==> src/rtl/serial_word_rx.sv <==
// Serial-to-parallel word receiver: assembles WIDTH-bit words from a strobed bit stream
// and hands them to a consumer through a one-entry valid/ready holding register.
module serial_word_rx #(
    parameter int WIDTH = 10,
    parameter bit LEFT  = 1'b0
) (
    input  logic             clock_in,
    input  logic             n_reset_in,
    input  logic             frame_in,
    input  logic             shift_in,
    input  logic             sdata_in,
    output logic [WIDTH-1:0] pdata_out,
    output logic             valid_out,
    input  logic             ready_in,
    output logic             overrun_out,
    input  logic             clear_in,
    output logic             busy_out
);

    localparam int CW = $clog2(WIDTH + 1);
    localparam logic [CW-1:0] LAST_BIT = CW'(WIDTH - 1);

    logic [WIDTH-1:0] sr_q, sr_d;
    logic [WIDTH-1:0] hold_q, hold_d;
    logic [CW-1:0]    cnt_q, cnt_d;
    logic             valid_q, valid_d;
    logic             overrun_q, overrun_d;

    logic [WIDTH-1:0] sr_shifted;
    logic             strobe;
    logic             complete;
    logic             hold_free;
    logic             load;
    logic             drop;

    // Bit order must mirror the transmitter's shift direction.
    if (LEFT) begin : g_msb_first
        assign sr_shifted = {sr_q[WIDTH-2:0], sdata_in};
    end else begin : g_lsb_first
        assign sr_shifted = {sdata_in, sr_q[WIDTH-1:1]};
    end

    assign strobe    = frame_in & shift_in;
    assign complete  = strobe & (cnt_q == LAST_BIT);
    // A word leaving on this same edge frees the slot for the arriving one.
    assign hold_free = ~valid_q | ready_in;
    assign load      = complete & hold_free;
    assign drop      = complete & ~hold_free;

    always_comb begin
        sr_d      = sr_q;
        cnt_d     = cnt_q;
        hold_d    = hold_q;
        valid_d   = valid_q;
        overrun_d = overrun_q;

        if (!frame_in) begin
            sr_d  = '0;
            cnt_d = '0;
        end else if (shift_in) begin
            sr_d  = sr_shifted;
            cnt_d = complete ? '0 : cnt_q + 1'b1;
        end

        if (load) begin
            hold_d  = sr_shifted;
            valid_d = 1'b1;
        end else if (valid_q && ready_in) begin
            valid_d = 1'b0;
        end

        if (drop) begin
            overrun_d = 1'b1;
        end else if (clear_in) begin
            overrun_d = 1'b0;
        end
    end

    always_ff @(posedge clock_in or negedge n_reset_in) begin
        if (!n_reset_in) begin
            sr_q      <= '0;
            cnt_q     <= '0;
            hold_q    <= '0;
            valid_q   <= 1'b0;
            overrun_q <= 1'b0;
        end else begin
            sr_q      <= sr_d;
            cnt_q     <= cnt_d;
            hold_q    <= hold_d;
            valid_q   <= valid_d;
            overrun_q <= overrun_d;
        end
    end

    assign pdata_out   = hold_q;
    assign valid_out   = valid_q;
    assign overrun_out = overrun_q;
    assign busy_out    = (cnt_q != '0);

endmodule

==> config.mk <==
export PLATFORM = sky130hd
export DESIGN_NAME = serial_word_rx
export DESIGN_NICKNAME = d
export VERILOG_FILES = /design/src/rtl/serial_word_rx.sv
export SDC_FILE = /design/constraint.sdc
export NUM_CORES = 1
export LEC_CHECK = 0
export ABC_AREA = 1
export ABC_CLOCK_PERIOD_IN_PS = 1300
export CORE_MARGIN = 5
export CORE_UTILIZATION = 50
export DETAILED_ROUTE_END_ITERATION = 16
export PLACE_DENSITY = 0.87
export SETUP_SLACK_MARGIN = 0.4
export SYNTH_ARGS = -nofsm -noshare
export SYNTH_HDL_FRONTEND = slang
export SYNTH_SLANG_ARGS = --single-unit
==> constraint.sdc <==
create_clock -name clock_in -period 1.3 [get_ports clock_in]
set_input_delay 0.195 -clock clock_in [delete_from_list [all_inputs] [get_ports clock_in]]
set_output_delay 0.195 -clock clock_in [all_outputs]
set_load 0.05 [all_outputs]
# Yosys cells after proc, flatten, opt, wreduce, memory -nomap -nowiden
# Cells that the tools add are included.
# W data, S select, Z words.
[op_classes]
addsub = 1
eq_ne = 2
bitwise_logic = 7
n_reduce_logical = 4
mux = 9
[ops]
columns = ["operator", "n"]
rows = [
  ["$mux W10", 2],
  ["$mux W4", 3],
  ["$add A4 B1 Y4 const B", 1],
  ["$and A1 B1 Y1", 4],
  ["$eq A4 B4 Y1 const B", 1],
  ["$mux W1", 4],
  ["$reduce_bool A2 Y1", 2],
  ["$reduce_bool A4 Y1", 1],
  ["$ne A2 B1 Y1 const B", 1],
  ["$not A1 Y1", 2],
  ["$logic_and A1 B1 Y1", 1],
  ["$or A1 B1 Y1", 1],
]
[totals]
out_inout_bits = 13
in_bits = 7
reg_bits = 26
word_cells = 28

# Depth between registers and ports, before layout
# Gate-level depths: netlist of run 1.
[logic_depth]
word_depth = 5
ltp_mapped = 7
depth_no_buf = 7

# Least setup slack after synthesis of run 1
# OpenSTA, ideal clock, no wires.
[synth_timing]
path_type = "register to register"
start = "register valid_q (netlist: valid_out)"
end = "register hold_q[2] (netlist: pdata_out[2])"
path_buffers = 1
slack_ps = 86
stages_incl_launch_ff = 5
t_arrival_ps = 1096
t_required_ps = 1182
setup_ps = 118
cell_sequence = "dfrtp_1 -> nand2_1 -> buf_4 -> nand3_1 -> nand2_1"
[synth_between]
elab_chain_cells = 3
[synth_rtl]
columns = ["element", "line_no", "rtl"]
rows = [
  ["start, declared", "26", "logic valid_q, valid_d;"],
  ["start signal, assigned", "90", "valid_q <= valid_d;"],
  ["$not A1 Y1", "46", "assign hold_free = ~valid_q | ready_in;"],
  ["$or A1 B1 Y1", "46", ""],
  ["$and A1 B1 Y1", "47", "assign load = complete & hold_free;"],
  ["end signal, assigned", "89", "hold_q <= hold_d;"],
  ["end, declared", "24", "logic [WIDTH-1:0] hold_q, hold_d;"],
]
# Every way passes these cells.
# A chain may end at the register's enable or synchronous reset.

# Final worst setup path of run 1
[layout_timing]
start = "register cnt_q[1]"
end = "register hold_q[4] (netlist: pdata_out[4])"
[layout_between]
elab_chain_cells = 3
[layout_rtl]
columns = ["element", "line_no", "rtl"]
rows = [
  ["start, declared", "25", "logic [CW-1:0] cnt_q, cnt_d;"],
  ["start signal, assigned", "88", "cnt_q <= cnt_d;"],
  ["$eq A4 B4 Y1", "44", "assign complete = strobe & (cnt_q == LAST_BIT);"],
  ["$and A1 B1 Y1", "44", ""],
  ["$and A1 B1 Y1", "47", ""],
]
# Every way passes these cells.

==> metrics.yaml, run 1 <==
status:
  status: "complete, but fails checks"
  failed_checks: "negative setup slack"
route:
  drtPass1Iterations: 7
  wl_per_cell_um: 19.6
  routed_wl_um: 3610
  drcViolationCount: 0
  drt-initial-drc-count: 73
  viasPerCell: 5.92
  ant_nets: 0
  dr_total_vias: 1089
worst_setup_path:
  slowest_stage: "dfrtp_1"
  r2r_cells: 7
  reg2reg_from: "cnt_q[1]$_DFFE_PN0P_"
  path_max_fanout: 5
  endpoint: "pdata_out[4]$_DFFE_PN0P_"
  worstReg2RegEnd: "pdata_out[4]$_DFFE_PN0P_"
  rrSetupSlack_ns: -0.12
  cp_slowest_stage_delay_ns: 0.42
  crit_start: "cnt_q[1]$_DFFE_PN0P_"
  crit_type: "reg -> reg"
  crit_arrival_ns: 1.69
  cp-end-kind: "flop"
  cp_cell_sequence: "inv_2 -> buf_6 -> ha_4 -> nand3_4 -> nor2_4 -> nand3_1 -> nand2_1"
  worstPathRequired_ns: 1.56
  startpoint_type: "flop"
sta:
  min_period_over_period_pct: 109
  setup_tns_ns: -0.562
  fin_worst_skew_ns: 0.00199
  max_freq_mhz: 703
  slew_headroom_pct: 77.4
  drv_slew: 0
  setup_ws_ns: -0.123
  fin_crit_ns: 1.42
  setup_viol: 8
  tightestPinTransition_ns: 0.338
  rsz0062_at_grt: "yes"
  final_hold_viol_count: 0
layout:
  fin_cells: 184
  area_growth_pct: 62.2
  num_antenna_cells: 0
  regArea_um2: 629
  final_util_pct: 82.9
  drive_gt1_share_pct: 48.7
  nets: 167
  final_cell_mix: "nand2_1, dfrtp_1, buf_4"
  final_area_um2: 1780
  multiInputGateArea_um2: 551
  fillerInstances: 95
place:
  dpl.cell_count: 164
  gp_congestion: 0.846
  hpwl_um: 1830
  port_buffers: 19
  dpl_cell_area_um2: 1510
pwr:
  irDropWorstVdd_mv: 0.659
  leakage_nw: 0.839
  power_frac_clock_pct: 25.7
  combinationalPowerShare_pct: 15.4
  p_sw_share_pct: 26.7
  p_per_area_nw_per_um2: 764
  fin_total_pwr_mw: 1.36
  p_int_mw: 0.997
  seq_power_share_pct: 58.8
  power_switching_mw: 0.363
synthesis:
  yosysTopAreaCell: "dfrtp_1"
  syn_nets: 126
  ys_top_cells_by_area: "dfrtp_1, nand2_1, nand3_1"
  ys_warn_count: 0
  synth.top_cell.area_share_pct: 56.9
  syn_area_um2: 1100
  syn_inst: 116
  ys_seq_elements: 25
  synth-seq-area-share_pct: 56.9
  avgSynthCellArea_um2: 9.47
  ys_types: 21
global_route:
  grt_max_degree: 26
  grt_first_pass_wirelength_um: 5260
  grt_pass1_vias: 1099
  grt_antenna_before_repair: 0
  grt.total_usage_pct: 21.4
  overflow: 0
floorplan:
  dieArea_um2: 3230
  coreArea_um2: 2150
  die_w_um: 56.9
  ioPinCount: 20
  start_util_pct: 51.1
  rows: 17
  die_h_um: 56.9
clock_network:
  cts_tree: "built"
  clk_pin_slew_ns: 0.14
  cts_buffers: 3
  ctsRootBufferMaster: "clkbuf_4"
  clock-sinks: 25
  htreeDepth: 1
  clock_path_buffers: 2
  clk_latency_ns: 0.31
job:
  cap_violations: 0
hold_path:
  min_path_type: "in -> async"
repair_timing:
item                                    in CTS  in global routing
pin swaps                                    8                  9
cloned                                       2                  0
endpoints found under the setup margin      38                 29
hold buffers                                 0                  0
resized for setup                           27                  9
endpoints found under the hold margin        0                  0
buffers inserted                            10                  4
cell type report:
class | count | share of cell area (%)
flip-flops and latches | 25 | 35.3
inverters | 18 | 4.21
well taps | 28 | 1.97
clock buffers | 3 | 1.26
clock inverters | 1 | 0.281
multi-input cells | 72 | 30.9
repair buffers | 37 | 26.1
state kept, by name, indices dropped and copies added (netlist names):
signal / count
pdata_out: 10
cnt_q: 4
valid_out: 1
overrun_out: 1
sr_q: 9
cell usage after synthesis:
master	count
clkinv_1	1
buf_2	1
o21bai_1	1
nor2_8	1
nand3_4	1
ha_1	3
nor2_1	2
nand3_1	13
inv_2	2
buf_6	1
nand2_1	32
nand4_1	1
dfrtp_1	25
nand3_2	1
o21ai_0	3
nand2_2	1
buf_4	1
o21ai_1	2
o22ai_1	8
inv_1	15
xnor2_1	1
cells by family (layout without fill, tap and decap cells):
kind of cell             Yosys count  in the layout  synth area share, %
flip-flops                        25             25                 56.9
AO/OA/AOI/OAI                     14             14                 7.52
adder cells (fa/ha/maj)            3              3                 3.42
XOR/XNOR                           1              1                0.797
AND/OR/NAND/NOR                   52             54                 23.0
buffers and inverters             21             59                 8.31
worst min path at each step:
stage                   startpoint                  endpoint  slack, ns  cells after the start
2_1_floorplan           n_reset_in      cnt_q[0]$_DFFE_PN0P_      -0.10                      0
3_3_place_gp   sr_q[1]$_DFFE_PN0P_       sr_q[1]$_DFFE_PN0P_       0.47                      2
3_5_place_dp   sr_q[1]$_DFFE_PN0P_       sr_q[1]$_DFFE_PN0P_       0.50                      2
4_1_cts                 n_reset_in  pdata_out[8]$_DFFE_PN0P_       0.23                      2
5_1_grt                 n_reset_in  pdata_out[4]$_DFFE_PN0P_       0.22                      2
6_report                n_reset_in      cnt_q[3]$_DFFE_PN0P_       0.22                      2
power by group through the flow:
stage | Clock, mW | Combinational [mW] | Sequential [mW]
CTS | 0.333 | 0.201 | 0.799
global route | 0.391 | 0.223 | 0.802
floorplan | 0 | 0.0766 | 0.822
finish | 0.350 | 0.210 | 0.801
detailed placement | 0 | 0.162 | 0.818
global placement | 0 | 0.156 | 0.817
stage by stage:
stage / worst slack, ns / hold slack (ns)
2_1_floorplan: 0.216 / -0.101
3_3_place_gp: -0.0482 / 0.470
3_5_place_dp: -0.171 / 0.498
4_1_cts: -0.0605 / 0.233
5_1_grt: -0.216 / 0.223
6_report: -0.123 / 0.217
layer usage:
layer | vias to the layer above | part of all wire [%] | global-route usage, %
li1 | 454 | - | -
met1 | 525 | 36 | 23.9
met2 | 89 | 52 | 37.6
met3 | 21 | 7.1 | 3.68
met4 | 0 | 5.1 | 12.9
met5 | - | 0 | 0
critical path, delay by kind of cell (launching register included):
family	cells	cell delay [ns]
fa+ha+maj	1	0.14
buf+inv	2	0.20
flops	1	0.42
simple gates	4	0.62
(Power assumes the default switching activity.)
==> inputs of run 2 (changes only) <==
--- a/config.mk
+++ b/config.mk
@@ -7,8 +7,10 @@
 export LEC_CHECK = 0
 export ABC_AREA = 1
 export ABC_CLOCK_PERIOD_IN_PS = 1300
+export CELL_PAD_IN_SITES_DETAIL_PLACEMENT = 1
+export CELL_PAD_IN_SITES_GLOBAL_PLACEMENT = 2
 export CORE_MARGIN = 5
-export CORE_UTILIZATION = 50
+export CORE_UTILIZATION = 31
 export DETAILED_ROUTE_END_ITERATION = 16
 export PLACE_DENSITY = 0.87
 export SETUP_SLACK_MARGIN = 0.4
==> metrics.yaml, run 2 (same netlist as run 1, synthesis figures left out) <==
worst_setup_path:
  path_max_fanout: 2  # -3
  cp_cell_sequence: "inv_2 -> ha_4 -> nand3_4 -> buf_12"
  cp-end-kind: "output pin"
  worstPathRequired_ns: 1.11  # -0.45 ns
  cp_slowest_stage_delay_ns: 0.45  # +0.03 ns
  rrSetupSlack_ns: -0.06  # +0.06 ns
  reg2reg_from: "cnt_q[1]$_DFFE_PN0P_"
  slowest_stage: "dfrtp_2"
  r2r_cells: 7  # unchanged
  crit_arrival_ns: 1.20  # -0.49 ns
  worstReg2RegEnd: "pdata_out[2]$_DFFE_PN0P_"
  startpoint_type: "flop"
  crit_type: "reg -> out"
place:
  hpwl_um: 1830  # -0.11%
  dpl.cell_count: 182  # +11%
  place_ws_ns: -0.145  # +0.0251 ns
  port_buffers: 19  # unchanged
  gp_congestion: 0.853  # +0.73%
layout:
  nets: 165  # -1.2%
  drive_gt1_share_pct: 44.8  # -3.9 points
  final_cell_mix: "nand2_1, dfrtp_1, buf_12"
  largest_reg_flops: 10  # unchanged
  fillerInstances: 365  # +280%
  area_growth_pct: 62.6
  layout_commonest_cell: "nand2_1"
  fin_cells: 200  # +8.7%
  num_antenna_cells: 0  # unchanged
sta:
  setup_ws_ns: -0.0913  # +0.0319 ns
  rsz0062_at_grt: "yes"
  tightestPinTransition_ns: 0.311  # -0.0266 ns
  fin_worst_skew_ns: 0.0153  # +0.0133 ns
  drv_slew: 0  # unchanged
  setup_tns_ns: -0.335  # +0.227 ns
  setup_viol: 7  # -1
  max_freq_mhz: 719  # +2.3%
  final_hold_viol_count: 0  # unchanged
  hold_ws_ns: 0.214  # -0.00333 ns
  min_period_over_period_pct: 107  # -2.5 points
  slew_headroom_pct: 79.2  # +1.8 points
  fin_crit_ns: 1.39  # -0.0319 ns
global_route:
  grt_first_pass_wirelength_um: 4650  # -12%
  grt_antenna_before_repair: 0  # unchanged
  overflow: 0  # unchanged
  grt_pass1_vias: 999  # -9.1%
  grt.total_usage_pct: 11.9  # -9.6 points
  grt_max_degree: 26  # unchanged
clock_network:
  htreeDepth: 1  # unchanged
  ctsRootBufferMaster: "clkbuf_4"
  cts_buffers: 3  # unchanged
  clock_path_buffers: 2  # unchanged
  clk_pin_slew_ns: 0.15  # about the same
  clk_latency_ns: 0.33  # +0.02 ns
  clock-sinks: 25  # unchanged
  holdBufCountCts: 0  # unchanged
  cts_tree: "built"
route:
  wl_per_cell_um: 14.3  # -27%
  ant_nets: 0  # unchanged
  drtPass1Iterations: 4  # -3
  viasPerCell: 4.65  # -21%
  dr_total_vias: 930  # -15%
  routed_wl_um: 2850  # -21%
  drt-initial-drc-count: 20  # -73%
  drcViolationCount: 0  # unchanged
status:
  status: "complete, but fails checks"
  failed_checks: "negative setup slack"
hold_path:
  min_path_type: "in -> async"
floorplan:
  dieArea_um2: 4830  # +49%
  die_h_um: 69.5  # +22%
  coreArea_um2: 3390  # +58%
  die_w_um: 69.5  # +22%
  start_util_pct: 32.4  # -19 points
  ioPinCount: 20  # unchanged
  rows: 21  # +4
pwr:
  leakage_nw: 0.840  # +0.17%
  irDropWorstVdd_mv: 0.452  # -31%
  p_per_area_nw_per_um2: 762  # -0.19%
job:
  cap_violations: 0  # unchanged
## run 2: cell types whose count changed in the layout (fill, tap and decap cells not counted), sizes merged
cell,delta
clkinv,-1
buf,-1
nand3,-1
inv,+1
## run 2: worst max-delay path by stage
stage | cells after the start | end | slack [ns] | startpoint
floorplan | 7 | pdata_out[0]$_DFFE_PN0P_ | 0.22 | cnt_q[1]$_DFFE_PN0P_
global placement | 6 | pdata_out[0]$_DFFE_PN0P_ | -0.1 | shift_in
detailed placement | 6 | pdata_out[8]$_DFFE_PN0P_ | -0.15 | shift_in
CTS | 4 | busy_out | -0.1 | cnt_q[1]$_DFFE_PN0P_
global route | 4 | busy_out | -0.13 | cnt_q[1]$_DFFE_PN0P_
finish | 4 | busy_out | -0.09 | cnt_q[0]$_DFFE_PN0P_
## run 2: through the flow
step	instance area, µm²	total power, mW	util (%)
2_1_floorplan	1150	0.899	-
3_3_place_gp	1550	0.977	45.6
3_5_place_dp	1550	0.982	45.6
4_1_cts	1730	1.36	51.0
5_1_grt	1790	1.42	52.7
6_report	1790	1.36	52.7
## run 2: what timing repair did
action | CTS | global route
setup buffers | 9 | 4
cloned | 1 | 0
pin swaps | 6 | 18
resized for setup | 20 | 10
endpoints found under the setup margin | 30 | 29
## run 2: worst max-delay path, delay by kind of cell, from the launching register on
| family | cells | cell delay [ns] |
|---|---|---|
| adder cells (fa/ha/maj) | 1 | 0.14 |
| buffers and inverters | 2 | 0.23 |
| flip-flops | 1 | 0.45 |
| AND/OR/NAND/NOR | 1 | 0.06 |
## run 2: cell type report
cell class | count | area [µm²] | share of cell area [%]
flip-flops and latches | 25 | 629 | 35.2
clock buffers | 3 | 22.5 | 1.26
inverters | 18 | 70.1 | 3.92
repair buffers | 36 | 473 | 26.5
multi-input cells | 71 | 529 | 29.6
clock inverters | 1 | 5.00 | 0.280
well taps | 46 | 57.6 | 3.22
## run 2: per-layer routing
| layer | vias up | wire length, µm | GRT usage, % | share of wire [%] |
|---|---|---|---|---|
| li1 | 449 | - | - | - |
| met1 | 463 | 1250 | 14.4 | 44 |
| met2 | 13 | 1480 | 20.3 | 52 |
| met3 | 5 | 86 | 2.61 | 3.0 |
| met4 | 0 | 44 | 4.56 | 1.5 |
| met5 | - | 0 | 0 | 0 |
## run 2: power breakdown
part / internal [mW] / total, mW / switching (mW)
clock network: 0.115 / 0.355 / 0.239
registers: 0.789 / 0.800 / 0.0110
logic: 0.0959 / 0.207 / 0.111
==> inputs of run 3 (changes only) <==
--- a/config.mk
+++ b/config.mk
@@ -5,12 +5,11 @@
 export SDC_FILE = /design/constraint.sdc
 export NUM_CORES = 1
 export LEC_CHECK = 0
-export ABC_AREA = 1
 export ABC_CLOCK_PERIOD_IN_PS = 1300
 export CELL_PAD_IN_SITES_DETAIL_PLACEMENT = 1
 export CELL_PAD_IN_SITES_GLOBAL_PLACEMENT = 2
 export CORE_MARGIN = 5
-export CORE_UTILIZATION = 31
+export CORE_UTILIZATION = 34
 export DETAILED_ROUTE_END_ITERATION = 16
 export PLACE_DENSITY = 0.87
 export SETUP_SLACK_MARGIN = 0.4
==> metrics.yaml, run 3 <==
status:
  status: "complete, but fails checks"
  failed_checks: "negative setup slack"
sta:
  min_period_over_period_pct: 121  # +14 points
  slew_headroom_pct: 78.5  # -0.72 points
  fin_worst_skew_ns: 0.00950  # -0.00578 ns
  final_hold_viol_count: 0  # unchanged
  setup_viol: 14  # +7
  fin_crit_ns: 1.57  # +0.183 ns
  tightestPinTransition_ns: 0.322  # +0.0107 ns
  setup_ws_ns: -0.274  # -0.183 ns
  rsz0062_at_grt: "yes"
  max_freq_mhz: 635  # -12%
  drv_slew: 0  # unchanged
synthesis:
  synth_common_cells: "dfrtp_1, mux2_2, mux2i_1, nor2b_1, nand2_1"
  avgSynthCellArea_um2: 12.7  # +34%
  syn_area_um2: 1130  # +3.2%
  syn_nets: 99  # -21%
  synth_top_family_by_area: "multiplexers"
  synthMuxAreaShare_pct: 17.9  # +18 points
  ys_warn_count: 0  # unchanged
  yosysMostFrequentCell: "dfrtp_1"
  ys_types: 23  # +9.5%
  synth_edf_count: 0  # unchanged
  synth_ff_type: "dfrtp_1"
  synth_xor_area_share_pct: 0  # -0.80 points
  async_flop_share_pct: 100  # unchanged
  synth_adder_area_share_pct: 3.31  # -0.11 points
  yosysTopAreaCell: "dfrtp_1"
  ys_top_cells_by_area: "dfrtp_1, mux2_2, mux2i_1"
  synth_compound_area_share_pct: 3.86  # -3.7 points
  synth-seq-area-share_pct: 55.2  # -1.8 points
  ys_seq_elements: 25  # unchanged
  syn_inst: 89  # -23%
  synth.top_cell.area_share_pct: 55.2  # -1.8 points
  yosys.area_share.simple_pct: 15.8  # -7.2 points
global_route:
  grt.total_usage_pct: 14.1  # +2.3 points
  overflow: 0  # unchanged
  grt_first_pass_wirelength_um: 4690  # +0.90%
  grt_max_degree: 26  # unchanged
  grt_antenna_before_repair: 0  # unchanged
  grt_pass1_vias: 915  # -8.4%
place:
  hpwl_um: 1870  # +2.4%
  dpl_cell_area_um2: 1570  # +1.5%
  gp_congestion: 0.698  # -18%
  port_buffers: 19  # unchanged
layout:
  area_growth_pct: 56.1
  final_cell_mix: "dfrtp_1, buf_12, buf_4"
  num_antenna_cells: 0  # unchanged
  final_area_um2: 1770  # -0.98%
  largest_reg_flops: 10  # unchanged
  drive_gt1_share_pct: 44.1  # -0.71 points
  nets: 138  # -16%
  layout_commonest_cell: "dfrtp_1"
route:
  drt-initial-drc-count: 15  # -25%
  wl_per_cell_um: 15.9  # +12%
  dr_total_vias: 799  # -14%
  ant_nets: 0  # unchanged
  drtPass1Iterations: 2  # -2
  drcViolationCount: 0  # unchanged
  viasPerCell: 4.62  # -0.68%
  routed_wl_um: 2750  # -3.5%
clock_network:
  clock_path_buffers: 2  # unchanged
  clock-sinks: 25  # unchanged
  holdBufCountCts: 0  # unchanged
  clk_latency_ns: 0.32  # about the same
  cts_buffers: 3  # unchanged
  cts_tree: "built"
  ctsRootBufferMaster: "clkbuf_4"
  htreeDepth: 1  # unchanged
  clk_pin_slew_ns: 0.14  # about the same
worst_setup_path:
  crit_type: "reg -> reg"
  r2r_cells: 6  # -1
  startpoint_type: "flop"
  worstPathRequired_ns: 1.52  # +0.41 ns
  rrSetupSlack_ns: -0.27  # -0.21 ns
  cp-end-kind: "flop"
  path_max_fanout: 5  # +3
  crit_arrival_ns: 1.79  # +0.59 ns
  worstReg2RegEnd: "pdata_out[0]$_DFFE_PN0P_"
  reg2reg_from: "cnt_q[1]$_DFFE_PN0P_"
floorplan:
  ioPinCount: 20  # unchanged
  dieArea_um2: 4590  # -5.1%
  coreArea_um2: 3280  # -3.1%
  start_util_pct: 34.5  # +2.1 points
  die_w_um: 67.7  # -2.6%
  die_h_um: 67.7  # -2.6%
  rows: 21  # unchanged
pwr:
  irDropWorstVdd_mv: 0.597  # +32%
  fin_total_pwr_mw: 1.33  # -2.2%
  p_per_area_nw_per_um2: 753  # -1.2%
  leakage_nw: 0.836  # -0.45%
job:
  cap_violations: 0  # unchanged
hold_path:
  min_path_type: "in -> async"
run 3: cells by family (layout without fill, tap and decap cells):
kind of cell,after synthesis,after routing
muxes,19,19
DFF,25,25
AOI/OAI and AO/OA,7,7
and+or+nand+nor,28,28
adders and majority gates,3,3
buffers and inverters,7,45
run 3: critical path: stages, from the launching register on:
cell	delay (ns)
dfrtp_1	0.41
inv_2	0.08
ha_4	0.14
nand3b_4	0.10
nor3b_4	0.26
buf_6	0.18
mux2_4	0.31
run 3: where the power goes:
part	internal (mW)	switching (mW)	total, mW
Combinational	0.0918	0.0884	0.180
Sequential	0.787	0.00833	0.795
Clock	0.120	0.237	0.357
run 3: timing repair:
action	CTS	global route
resized for setup	28	5
buffers inserted	6	1
setup endpoints to repair	38	29
gates cloned	1	0
pin swaps	2	1
run 3: layout make-up:
cell class                 instances  area, µm²
fill                             344       1520
inverter                           3       11.3
clock buffer                       4       26.3
timing repair buffer              38        497
tap                               46       57.6
sequential                        25        626
multi-input combinational         57        552
run 3: worst max path at each step:
stage	startpoint	end	slack, ns	cells past startpoint
6_report	cnt_q[1]$_DFFE_PN0P_	pdata_out[0]$_DFFE_PN0P_	-0.27	6
5_1_grt	cnt_q[1]$_DFFE_PN0P_	pdata_out[0]$_DFFE_PN0P_	-0.33	6
4_1_cts	cnt_q[1]$_DFFE_PN0P_	pdata_out[0]$_DFFE_PN0P_	-0.29	6
3_5_place_dp	frame_in	pdata_out[0]$_DFFE_PN0P_	-0.38	5
3_3_place_gp	frame_in	pdata_out[0]$_DFFE_PN0P_	-0.37	5
2_1_floorplan	cnt_q[1]$_DFFE_PN0P_	pdata_out[9]$_DFFE_PN0P_	-0.22	6
run 3: routing by layer:
layer  track usage, %  vias to the layer above  routed length, µm
met5                0                        -                  0
met4             6.84                        0                 56
met3             2.00                        4                 65
met2             23.9                       13               1450
met1             17.5                      403               1180
li1                 -                      379                  -
run 3: through the flow:
| step | cells | util, % | setup WS (ns) | hold WS (ns) | setup TNS, ns |
|---|---|---|---|---|---|
| after floorplan | 89 | - | -0.220 | -0.101 | -2.20 |
| after global placement | 161 | 47.8 | -0.366 | 0.501 | -4.08 |
| after detailed placement | 161 | 47.8 | -0.376 | 0.512 | -4.62 |
| after CTS | 172 | 53.1 | -0.289 | 0.233 | -3.25 |
| after global routing | 173 | 53.9 | -0.332 | 0.245 | -3.98 |
| final | 173 | 53.9 | -0.274 | 0.221 | -3.07 |
